File: src/rtl/dsp_pkg.sv
// Shared types for the DSP coprocessor and the pipeline decoder that issues its commands.
// The op encoding must stay identical to the decoder's copy.
package dsp_pkg;

    typedef enum logic [1:0] {
        MUL  = 2'b00,
        MAC  = 2'b01,
        MULH = 2'b10,
        CLR  = 2'b11
    } dsp_op_t;

    // The S_ prefix keeps state names apart from the op name MUL.
    typedef enum logic [1:0] {
        S_IDLE,
        S_MUL,
        S_FIX,
        S_DONE
    } dsp_state_t;

endpackage

File: src/rtl/dsp_if.sv
// Command/result bundle between the pipeline execute stage and the DSP coprocessor.
// The pipeline is the master; it holds a command until busy drops.
interface dsp_if
    import dsp_pkg::*;
#(
    parameter int WIDTH = 32
);
    logic             start_dsp;
    dsp_op_t          op_dsp;
    logic [WIDTH-1:0] op_a;
    logic [WIDTH-1:0] op_b;
    logic             busy;
    logic             done;
    logic [WIDTH-1:0] dsp_result;

    modport master (
        output start_dsp, op_dsp, op_a, op_b,
        input  busy, done, dsp_result
    );

    modport slave (
        input  start_dsp, op_dsp, op_a, op_b,
        output busy, done, dsp_result
    );
endinterface

File: src/rtl/dsp_seq_mult.sv
// Unsigned iterative shift-add multiplier, one partial-product step per cycle.
// Latency: WIDTH steps after load; last is high while the final step is being taken.
// No backpressure: the owner decides when to load and step.
module dsp_seq_mult #(
    parameter int WIDTH = 32
) (
    input  logic               clk,
    input  logic               reset,
    input  logic               load,
    input  logic               step,
    input  logic [WIDTH-1:0]   a_mag,
    input  logic [WIDTH-1:0]   b_mag,
    output logic [2*WIDTH-1:0] product,
    output logic               last
);
    localparam int CNT_W = $clog2(WIDTH);

    logic [WIDTH-1:0] mcand;
    logic [CNT_W-1:0] cnt;
    logic [WIDTH:0]   sum;

    // Multiplier sits in the low half and shifts out as the product grows into the top.
    assign sum  = {1'b0, product[2*WIDTH-1:WIDTH]} + (product[0] ? {1'b0, mcand} : '0);
    assign last = (cnt == '0);

    always_ff @(posedge clk or posedge reset) begin
        if (reset) begin
            mcand   <= '0;
            product <= '0;
            cnt     <= '0;
        end else if (load) begin
            mcand   <= a_mag;
            product <= {{WIDTH{1'b0}}, b_mag};
            cnt     <= CNT_W'(WIDTH - 1);
        end else if (step) begin
            product <= {sum, product[WIDTH-1:1]};
            if (!last) begin
                cnt <= cnt - CNT_W'(1);
            end
        end
    end
endmodule

File: src/rtl/dsp_coproc.sv
// Signed MUL / MULH / MAC / CLR coprocessor with a persistent accumulator.
// Latency: done WIDTH+1 edges after accept (CLR: right after accept); busy for WIDTH+2 edges.
// Backpressure: start_dsp is ignored while busy; the pipeline holds the command until busy=0.
module dsp_coproc
    import dsp_pkg::*;
#(
    parameter int WIDTH = 32
) (
    input  logic  clk,
    input  logic  reset,
    dsp_if.slave  bus
);
    dsp_state_t         state, state_nxt;
    dsp_op_t            op_q;
    logic               sign_q;
    logic               accept;
    logic               load;
    logic               step;
    logic               last;
    logic [WIDTH-1:0]   a_mag;
    logic [WIDTH-1:0]   b_mag;
    logic [WIDTH-1:0]   acc;
    logic [WIDTH-1:0]   result_q;
    logic [2*WIDTH-1:0] mag_prod;
    logic [2*WIDTH-1:0] prod;

    assign accept = (state == S_IDLE) && bus.start_dsp;

    // Negating -2^(WIDTH-1) yields 2^(WIDTH-1), which is the correct unsigned magnitude.
    assign a_mag = bus.op_a[WIDTH-1] ? -bus.op_a : bus.op_a;
    assign b_mag = bus.op_b[WIDTH-1] ? -bus.op_b : bus.op_b;
    assign prod  = sign_q ? -mag_prod : mag_prod;

    dsp_seq_mult #(.WIDTH(WIDTH)) u_mult (
        .clk     (clk),
        .reset   (reset),
        .load    (load),
        .step    (step),
        .a_mag   (a_mag),
        .b_mag   (b_mag),
        .product (mag_prod),
        .last    (last)
    );

    always_ff @(posedge clk or posedge reset) begin
        if (reset) begin
            state <= S_IDLE;
        end else begin
            state <= state_nxt;
        end
    end

    always_comb begin
        state_nxt = state;
        load      = 1'b0;
        step      = 1'b0;
        case (state)
            S_IDLE: begin
                if (bus.start_dsp) begin
                    if (bus.op_dsp == CLR) begin
                        state_nxt = S_DONE;
                    end else begin
                        load      = 1'b1;
                        state_nxt = S_MUL;
                    end
                end
            end
            S_MUL: begin
                step = 1'b1;
                if (last) begin
                    state_nxt = S_FIX;
                end
            end
            S_FIX:   state_nxt = S_DONE;
            S_DONE:  state_nxt = S_IDLE;
            default: state_nxt = S_IDLE;
        endcase
    end

    always_ff @(posedge clk or posedge reset) begin
        if (reset) begin
            op_q     <= MUL;
            sign_q   <= 1'b0;
            acc      <= '0;
            result_q <= '0;
        end else begin
            if (accept) begin
                op_q   <= bus.op_dsp;
                sign_q <= bus.op_a[WIDTH-1] ^ bus.op_b[WIDTH-1];
                if (bus.op_dsp == CLR) begin
                    acc      <= '0;
                    result_q <= '0;
                end
            end
            if (state == S_FIX) begin
                case (op_q)
                    MUL:  result_q <= prod[WIDTH-1:0];
                    MULH: result_q <= prod[2*WIDTH-1:WIDTH];
                    MAC: begin
                        acc      <= acc + prod[WIDTH-1:0];
                        result_q <= acc + prod[WIDTH-1:0];
                    end
                    default: ;
                endcase
            end
        end
    end

    assign bus.busy       = (state != S_IDLE);
    assign bus.done       = (state == S_DONE);
    assign bus.dsp_result = result_q;
endmodule

File: src/flat_wrapper.sv
// flat-port wrapper written by rule: the top's interface ports become plain ports
module dsp_coproc_flat import dsp_pkg::*;
#(
    parameter int WIDTH = 32
)
  (clk, reset, bus_start_dsp, bus_op_dsp, bus_op_a, bus_op_b, bus_busy, bus_done, bus_dsp_result);
  dsp_if #(.WIDTH(WIDTH)) bus_i ();
  input  logic clk;
  input  logic reset;
  input wire logic [$bits(bus_i.start_dsp)-1:0] bus_start_dsp;
  input wire logic [$bits(bus_i.op_dsp)-1:0] bus_op_dsp;
  input wire logic [$bits(bus_i.op_a)-1:0] bus_op_a;
  input wire logic [$bits(bus_i.op_b)-1:0] bus_op_b;
  output wire logic [$bits(bus_i.busy)-1:0] bus_busy;
  output wire logic [$bits(bus_i.done)-1:0] bus_done;
  output wire logic [$bits(bus_i.dsp_result)-1:0] bus_dsp_result;
  assign bus_i.start_dsp = bus_start_dsp;
  assign bus_i.op_dsp = bus_op_dsp;
  assign bus_i.op_a = bus_op_a;
  assign bus_i.op_b = bus_op_b;
  assign bus_busy = bus_i.busy;
  assign bus_done = bus_i.done;
  assign bus_dsp_result = bus_i.dsp_result;
  dsp_coproc #(.WIDTH(WIDTH)) u_core (.clk(clk), .reset(reset), .bus(bus_i));
endmodule
File: config.mk
export PLATFORM = sky130hd
export DESIGN_NAME = dsp_coproc_flat
export DESIGN_NICKNAME = d
export VERILOG_FILES = /design/src/rtl/dsp_pkg.sv /design/src/rtl/dsp_if.sv /design/src/rtl/dsp_seq_mult.sv /design/src/rtl/dsp_coproc.sv /design/src/flat_wrapper.sv
export SDC_FILE = /design/constraint.sdc
export NUM_CORES = 1
export LEC_CHECK = 0
export ABC_AREA = 1
export CAP_MARGIN = 30
export CELL_PAD_IN_SITES_DETAIL_PLACEMENT = 1
export CELL_PAD_IN_SITES_GLOBAL_PLACEMENT = 1
export CORE_MARGIN = 2
export CORE_UTILIZATION = 39
export CTS_CLUSTER_DIAMETER = 40
export DETAILED_ROUTE_END_ITERATION = 8
export PLACE_DENSITY_LB_ADDON = 0.1
export SLEW_MARGIN = 10
export SYNTH_ARGS = -nofsm -noshare
export SYNTH_HDL_FRONTEND = slang
export SYNTH_SLANG_ARGS = --single-unit
File: constraint.sdc
create_clock -name clk -period 5.1 [get_ports clk]
set_input_delay 0.51 -clock clk [delete_from_list [all_inputs] [get_ports clk]]
set_output_delay 0.51 -clock clk [all_outputs]
set_load 0.02 [all_outputs]
After elaboration in Yosys (flattened, before gate mapping)
Cells that the tools add are included.

operators by class
  bitwise gates (word level) = 1
  reductions and logical operators = 8
  shifts and indexed selects = 0
  add/subtract/negate cells = 6
  $mul = 0
  order comparisons = 0
  div/mod/pow operators = 0
  muxes and demuxes = 25
  eq/ne operators = 9

operators with widths
  kind                                                                   number
  32-bit 2-to-1 mux                                                      10
  64-bit 2-to-1 mux                                                      3
  32-bit one-hot mux with 3 select lines                                 1
  32-bit negator                                                         2
  64-bit negator                                                         1
  32-bit by 33-bit adder with 33-bit output                              1
  32-bit adder                                                           1
  5-bit 2-to-1 mux                                                       3
  2-bit equality test, second input constant                             4
  2-bit one-hot mux with 4 select lines                                  1
  2-bit 2-to-1 mux                                                       3
  5-bit zero test                                                        1
  5-bit by 1-bit subtractor with 5-bit output, second input constant     1
  2-bit by 1-bit equality test with 1-bit output, second input constant  2
  2-bit zero test                                                        2
  1-bit 2-to-1 mux                                                       4
  2-bit by 1-bit != test with 1-bit output, second input constant        2
  2-bit AND reduction                                                    2
  2-bit nonzero test                                                     2
  2-bit != test, second input constant                                   1
  1-bit logical AND                                                      1
  1-bit bitwise XOR                                                      1

word-level totals
  memories = 0
  word-level logic and storage cells = 57
  bits in registers = 170
  bits in writable memories = 0
  latch bits = 0
  memory bits (read-only) = 0

Logic depth before layout (Yosys ltp)
  depth in word-level cells = 6
  mapped depth = 23

Hierarchy
From an unflattened synthesis, not the netlist that was laid out.

unflattened totals
  cell total of the unflattened synthesis = 2708
  area, all modules = 16445.8 µm²

modules (own cells, without submodules)
  module        area each (µm²)  cells an instance  sequential area each (µm²)  times used
  dsp_coproc    9710.6           1700               1726.7                      1
  dsp_seq_mult  6735.2           1008               2527.4                      1

Least setup slack after synthesis
Ideal clock, no wire load.

  path kind = reg-to-reg
  from = register u_core.u_mult.product[0]
  to = register u_core.result_q[15] (netlist: u_core.bus.dsp_result[15])
  data arrival time = 2.662 ns
  setup time = 0.137 ns
  period minus slack after synthesis = 2.799 ns
  required time = 4.963 ns
  slack = 2.301 ns
  cell stages (with the launch flop) = 21
  cells stage by stage = dfrtp_1 -> buf_6 -> clkinv_2 -> ha_1 -> nand2_4 -> nor2_8 -> nand3_4 -> nand2_4 -> xor2_1 -> ha_1 -> nand2_1 -> inv_1 -> nand2_1 -> nand2_1 -> a21oi_1 -> nand2_1 -> or2_2 -> nand3_1 -> nand3_1 -> nor2_1 -> a21oi_1

on the way
  cells in the longest elaborated chain, start to end = 5

ends and longest elaborated chain
  element                                     RTL line            source
  start, declared                             dsp_seq_mult.sv:13  output logic [2*WIDTH-1:0] product,
  start signal, assigned                      dsp_seq_mult.sv:33  product <= {{WIDTH{1'b0}}, b_mag};
  start signal, assigned                      dsp_seq_mult.sv:36  product <= {sum, product[WIDTH-1:1]};
  64-bit negator                              dsp_coproc.sv:32    assign prod = sign_q ? -mag_prod : mag_prod;
  64-bit 2-to-1 mux (*)                       dsp_coproc.sv:32
  32-bit adder                                dsp_coproc.sv:101   result_q <= acc + prod[WIDTH-1:0];
  32-bit one-hot mux with 3 select lines (*)  dsp_coproc.sv:96    case (op_q)
  32-bit 2-to-1 mux (*)                       dsp_coproc.sv:95    if (state == S_FIX) begin
  end signal, assigned                        dsp_coproc.sv:97    MUL: result_q <= prod[WIDTH-1:0];
  end signal, assigned                        dsp_coproc.sv:98    MULH: result_q <= prod[2*WIDTH-1:WIDTH];
  end signal, assigned                        dsp_coproc.sv:101
  end, declared                               dsp_coproc.sv:23    logic [WIDTH-1:0] result_q;

Mark *: on every way between the ends. The rest lies on a longest branch, timed or not.
A chain may end at the register's enable or synchronous reset.

Final worst setup path
  from = register u_core.u_mult.product[1]
  to = register u_core.result_q[25] (netlist: u_core.bus.dsp_result[25])

Same word-level chain as after synthesis.

==> impl_metrics.tcl <==
set metrics [dict create \
    initial_utilization 0.398 \
    synth-adder-area-share 0.0631 \
    postCtsHoldBufs 0 \
    power.ir.vdd_worst_mv 0.333 \
    dp_hpwl_um 53700 \
    detailedRoute.firstIterationViolations 1330 \
    fin_crit_ns 3.92 \
    wirelength_um 66600 \
    p_int_w 0.00530 \
    report.final.slew_viol_count 0 \
    cts_max_path_buffers 2 \
    main_combinational_cell_family_by_area_after_synthesis "simple AND/OR/NAND/NOR gates" \
    power.sequential.fraction 0.201 \
    muxShareOfSynthArea 0 \
    setup_tns_ns 0 \
    grt_antenna_before_repair 0 \
    cts-buffers-inserted 17 \
    gp_routability_congestion 1.00 \
    reg2reg_depth 16 \
    pwr_density_cell_nw_per_um2 697 \
    gr-total-overflow 0 \
    synth_area_per_cell_um2 6.21 \
    ff_latch_area_um2 4260 \
    post_route_cells_drive_above_1_share 0.0549 \
    yosys.area_share.simple 0.392 \
    post-cts-setup-buffers 0 \
    worst_hold_slack_after_final_layout_ns 0.307 \
    rrSetupSlack_ns 1.18 \
    via_count 17584 \
    tritoncts "yes" \
    synth.ff_latch_count 170 \
    remaining_drc_errors 0 \
    place_area_um2 17500 \
    timing_worst_slew_pin_value_ns 1.06 \
    clock_latency_ns 0.51 \
    final.period_utilization 0.769 \
    postLayoutSetupSlackWorst_ns 1.18 \
    synth-main-ff-cell "sky130_fd_sc_hd__dfrtp_1" \
    combPwrFrac 0.692 \
    p_switching_w 0.00733 \
    drtAntennaViolNets 0 \
    number_of_synthesized_flops_with_an_enable_pin 0 \
    timing.final.setup_violations 0 \
    min-delay-path-class "input pin to async pin" \
    synth_fp_nets 2708 \
    post_synth_instance_area_um2 15900 \
    slew_headroom 0.295 \
    clockRootBuffer "sky130_fd_sc_hd__clkbuf_16" \
    critical_path_required_ns 5.52 \
    outcome "finished clean" \
    r2r_end "u_core.bus.dsp_result[25]" \
    synthTopCellsByArea "sky130_fd_sc_hd__dfrtp_1 27%, sky130_fd_sc_hd__nand2_1 19%, sky130_fd_sc_hd__nor2_1 7.5%" \
    layout-area-overhead-vs-synth_pct 14.0 \
    synthDominantAreaCellType "sky130_fd_sc_hd__dfrtp_1" \
    cts_sinks 170 \
    placementRows 73 \
    clk_transition_reported_paths_ns 0.08 \
    portBuffers 102 \
    cts_resized 0 \
    boundaryPins 103 \
    multi_input_area_um2 10200 \
    die-height_um 206 \
    cp.arrival_ns 4.34 \
    crit_path_max_fanout 5 \
    rsz_0062_raised_after_global_routing "false" \
    timing.fmax_mhz 255 \
    synthMostInstantiatedCell "sky130_fd_sc_hd__nand2_1" \
    die_w_um 206 \
    ys_seq_area_frac 0.267 \
    core_um2 40000 \
    crit-reg2reg-launch "u_core.u_mult.product[1]" \
    xor_and_xnor_area_share_after_synthesis 0.0301 \
    placement.setup.worst_slack_ns 1.31 \
    synth_compound_gate_area_share 0.152 \
    drt-vias-per-instance 5.55 \
    dr.pass1.iters 5 \
    synth_largest_type_area_fraction 0.267 \
    design_area_um2 18100 \
    htree_num_levels 4 \
    switching_share_of_power 0.580 \
    async_flop_share 1.00 \
    ys_top_cells_by_count "787 x sky130_fd_sc_hd__nand2_1, 317 x sky130_fd_sc_hd__nor2_1, 309 x sky130_fd_sc_hd__inv_1, 213 x sky130_fd_sc_hd__nand3_1, 170 x sky130_fd_sc_hd__dfrtp_1" \
    grtUsageTotal 0.322 \
    critPathCaptureType "register" \
    fillerInstances 5409 \
    drv.max_cap_violation_count 0 \
    final_net_count 2777 \
    total_power_w 0.0126 \
    synth_cell_type_count 58 \
    report.final.hold_viol_count 0 \
    share_clk_of_total_power 0.107 \
    synth_warnings 0 \
    die-area_um2 42400 \
    antenna-diode-count 0 \
    first_global_vias 17634 \
    finalClockSkew_ns 0.0117 \
    first_pass_grt_wire_length_um 104000 \
    syn_inst 2560 \
    wire_per_inst_um 21.0 \
    critPathLaunchType "register" \
    worstSetupPathType "register to register" \
    largest_net_degree_at_the_start_of_global_routing 83 \
    static_leakage_nw 9.04 \
]
[power by group through the flow]
stage	registers [W]	clock network [W]	logic (W)
6_report	0.00253	0.00135	0.00874
5_1_grt	0.00260	0.00143	0.00968
4_1_cts	0.00252	0.00139	0.00859
3_5_place_dp	0.00254	0	0.00854
3_3_place_gp	0.00251	0	0.00829
2_1_floorplan	0.00248	0	0.00562
[cell usage in the layout, fill, tap and decap left out, types with 6 or more instances in the layout]
master	n
sky130_fd_sc_hd__buf_4	12
sky130_fd_sc_hd__nand4_1	27
sky130_fd_sc_hd__o211ai_1	12
sky130_fd_sc_hd__nand3_1	213
sky130_fd_sc_hd__o22ai_1	20
sky130_fd_sc_hd__dfrtp_1	169
sky130_fd_sc_hd__o221ai_1	22
sky130_fd_sc_hd__a21oi_1	130
sky130_fd_sc_hd__a22o_1	10
sky130_fd_sc_hd__nand3b_1	9
sky130_fd_sc_hd__nand2_1	786
sky130_fd_sc_hd__xnor2_1	11
sky130_fd_sc_hd__o21bai_1	17
sky130_fd_sc_hd__inv_2	13
sky130_fd_sc_hd__nor4_1	6
sky130_fd_sc_hd__xor2_1	40
sky130_fd_sc_hd__clkbuf_16	17
sky130_fd_sc_hd__o31ai_1	10
sky130_fd_sc_hd__or2_2	9
sky130_fd_sc_hd__nor2_1	312
sky130_fd_sc_hd__o21ai_0	121
sky130_fd_sc_hd__nor2_2	16
sky130_fd_sc_hd__inv_8	6
sky130_fd_sc_hd__nand2_2	13
sky130_fd_sc_hd__clkdlybuf4s50_1	102
sky130_fd_sc_hd__a31oi_1	10
sky130_fd_sc_hd__a21boi_0	6
sky130_fd_sc_hd__inv_1	308
sky130_fd_sc_hd__nor2_4	15
sky130_fd_sc_hd__a21boi_1	7
sky130_fd_sc_hd__o21ai_1	27
sky130_fd_sc_hd__nor3_1	18
sky130_fd_sc_hd__ha_1	77
[final cells by class]
type	count	area share
repair buffers	120	0.0688
flip-flops and latches	170	0.235
clock buffers	17	0.0235
multi-input cells	1997	0.561
inverters	323	0.0672
clock inverters	15	0.00856
well taps	525	0.0362
[metal layers]
metal / track usage / vias up / wire, µm
li1: - / 8439 / -
met1: 0.463 / 8623 / 32000
met2: 0.499 / 456 / 29300
met3: 0.0489 / 66 / 3790
met4: 0.0911 / 0 / 1460
met5: 0 / - / 0
[critical path, cell delays in order (launching register included)]
cell                       delay [ns]
sky130_fd_sc_hd__dfrtp_1         0.41
sky130_fd_sc_hd__inv_1           0.11
sky130_fd_sc_hd__ha_1            0.25
sky130_fd_sc_hd__inv_1           0.10
sky130_fd_sc_hd__nor2_2          0.27
sky130_fd_sc_hd__inv_1           0.15
sky130_fd_sc_hd__nor2_1          0.21
sky130_fd_sc_hd__nand2_1         0.08
sky130_fd_sc_hd__nand2_1         0.20
sky130_fd_sc_hd__a21boi_0        0.19
sky130_fd_sc_hd__ha_1            0.46
sky130_fd_sc_hd__nand2_1         0.17
sky130_fd_sc_hd__nor4_1          0.52
sky130_fd_sc_hd__nand3_1         0.22
sky130_fd_sc_hd__nand4_1         0.14
sky130_fd_sc_hd__nand3_1         0.16
sky130_fd_sc_hd__a21boi_1        0.19
[flip-flops by register name, indices dropped and copies added (netlist names)]
signal / count
u_core.acc: 32
u_core.u_mult.mcand: 32
u_core.bus.dsp_result: 32
u_core.u_mult.product: 64
u_core.op_q: 2
u_core.sign_q: 1
u_core.u_mult.cnt: 5
u_core.state: 2
[metrics by stage]
stage	util	std cells
2_1_floorplan	-	2560
3_3_place_gp	0.436	3131
3_5_place_dp	0.437	3133
4_1_cts	0.452	3165
5_1_grt	0.453	3167
6_report	0.453	3167
[how the worst max path moves through the flow]
| stage | slack [ns] | to | start | depth (start not counted) |
|---|---|---|---|---|
| final | 1.18 | u_core.bus.dsp_result[25] | u_core.u_mult.product[1] | 16 |
| after global routing | 0.93 | u_core.bus.dsp_result[25] | u_core.u_mult.product[1] | 16 |
| after CTS | 1.29 | u_core.bus.dsp_result[25] | u_core.u_mult.product[1] | 16 |
| after detailed placement | 1.31 | u_core.bus.dsp_result[25] | u_core.u_mult.product[1] | 16 |
| after global placement | 1.41 | u_core.bus.dsp_result[25] | u_core.u_mult.product[1] | 16 |
| after floorplan | 2.30 | u_core.bus.dsp_result[15] | u_core.u_mult.product[0] | 20 |
[cells by family (layout without fill, tap and decap cells)]
group	count (synthesis)	after routing
flops	170	170
compound gates	413	413
fa+ha+maj	79	79
xor+xnor	53	53
buf+inv	393	475
simple gates	1452	1452
Note: power is estimated with default switching activity, not from simulation.
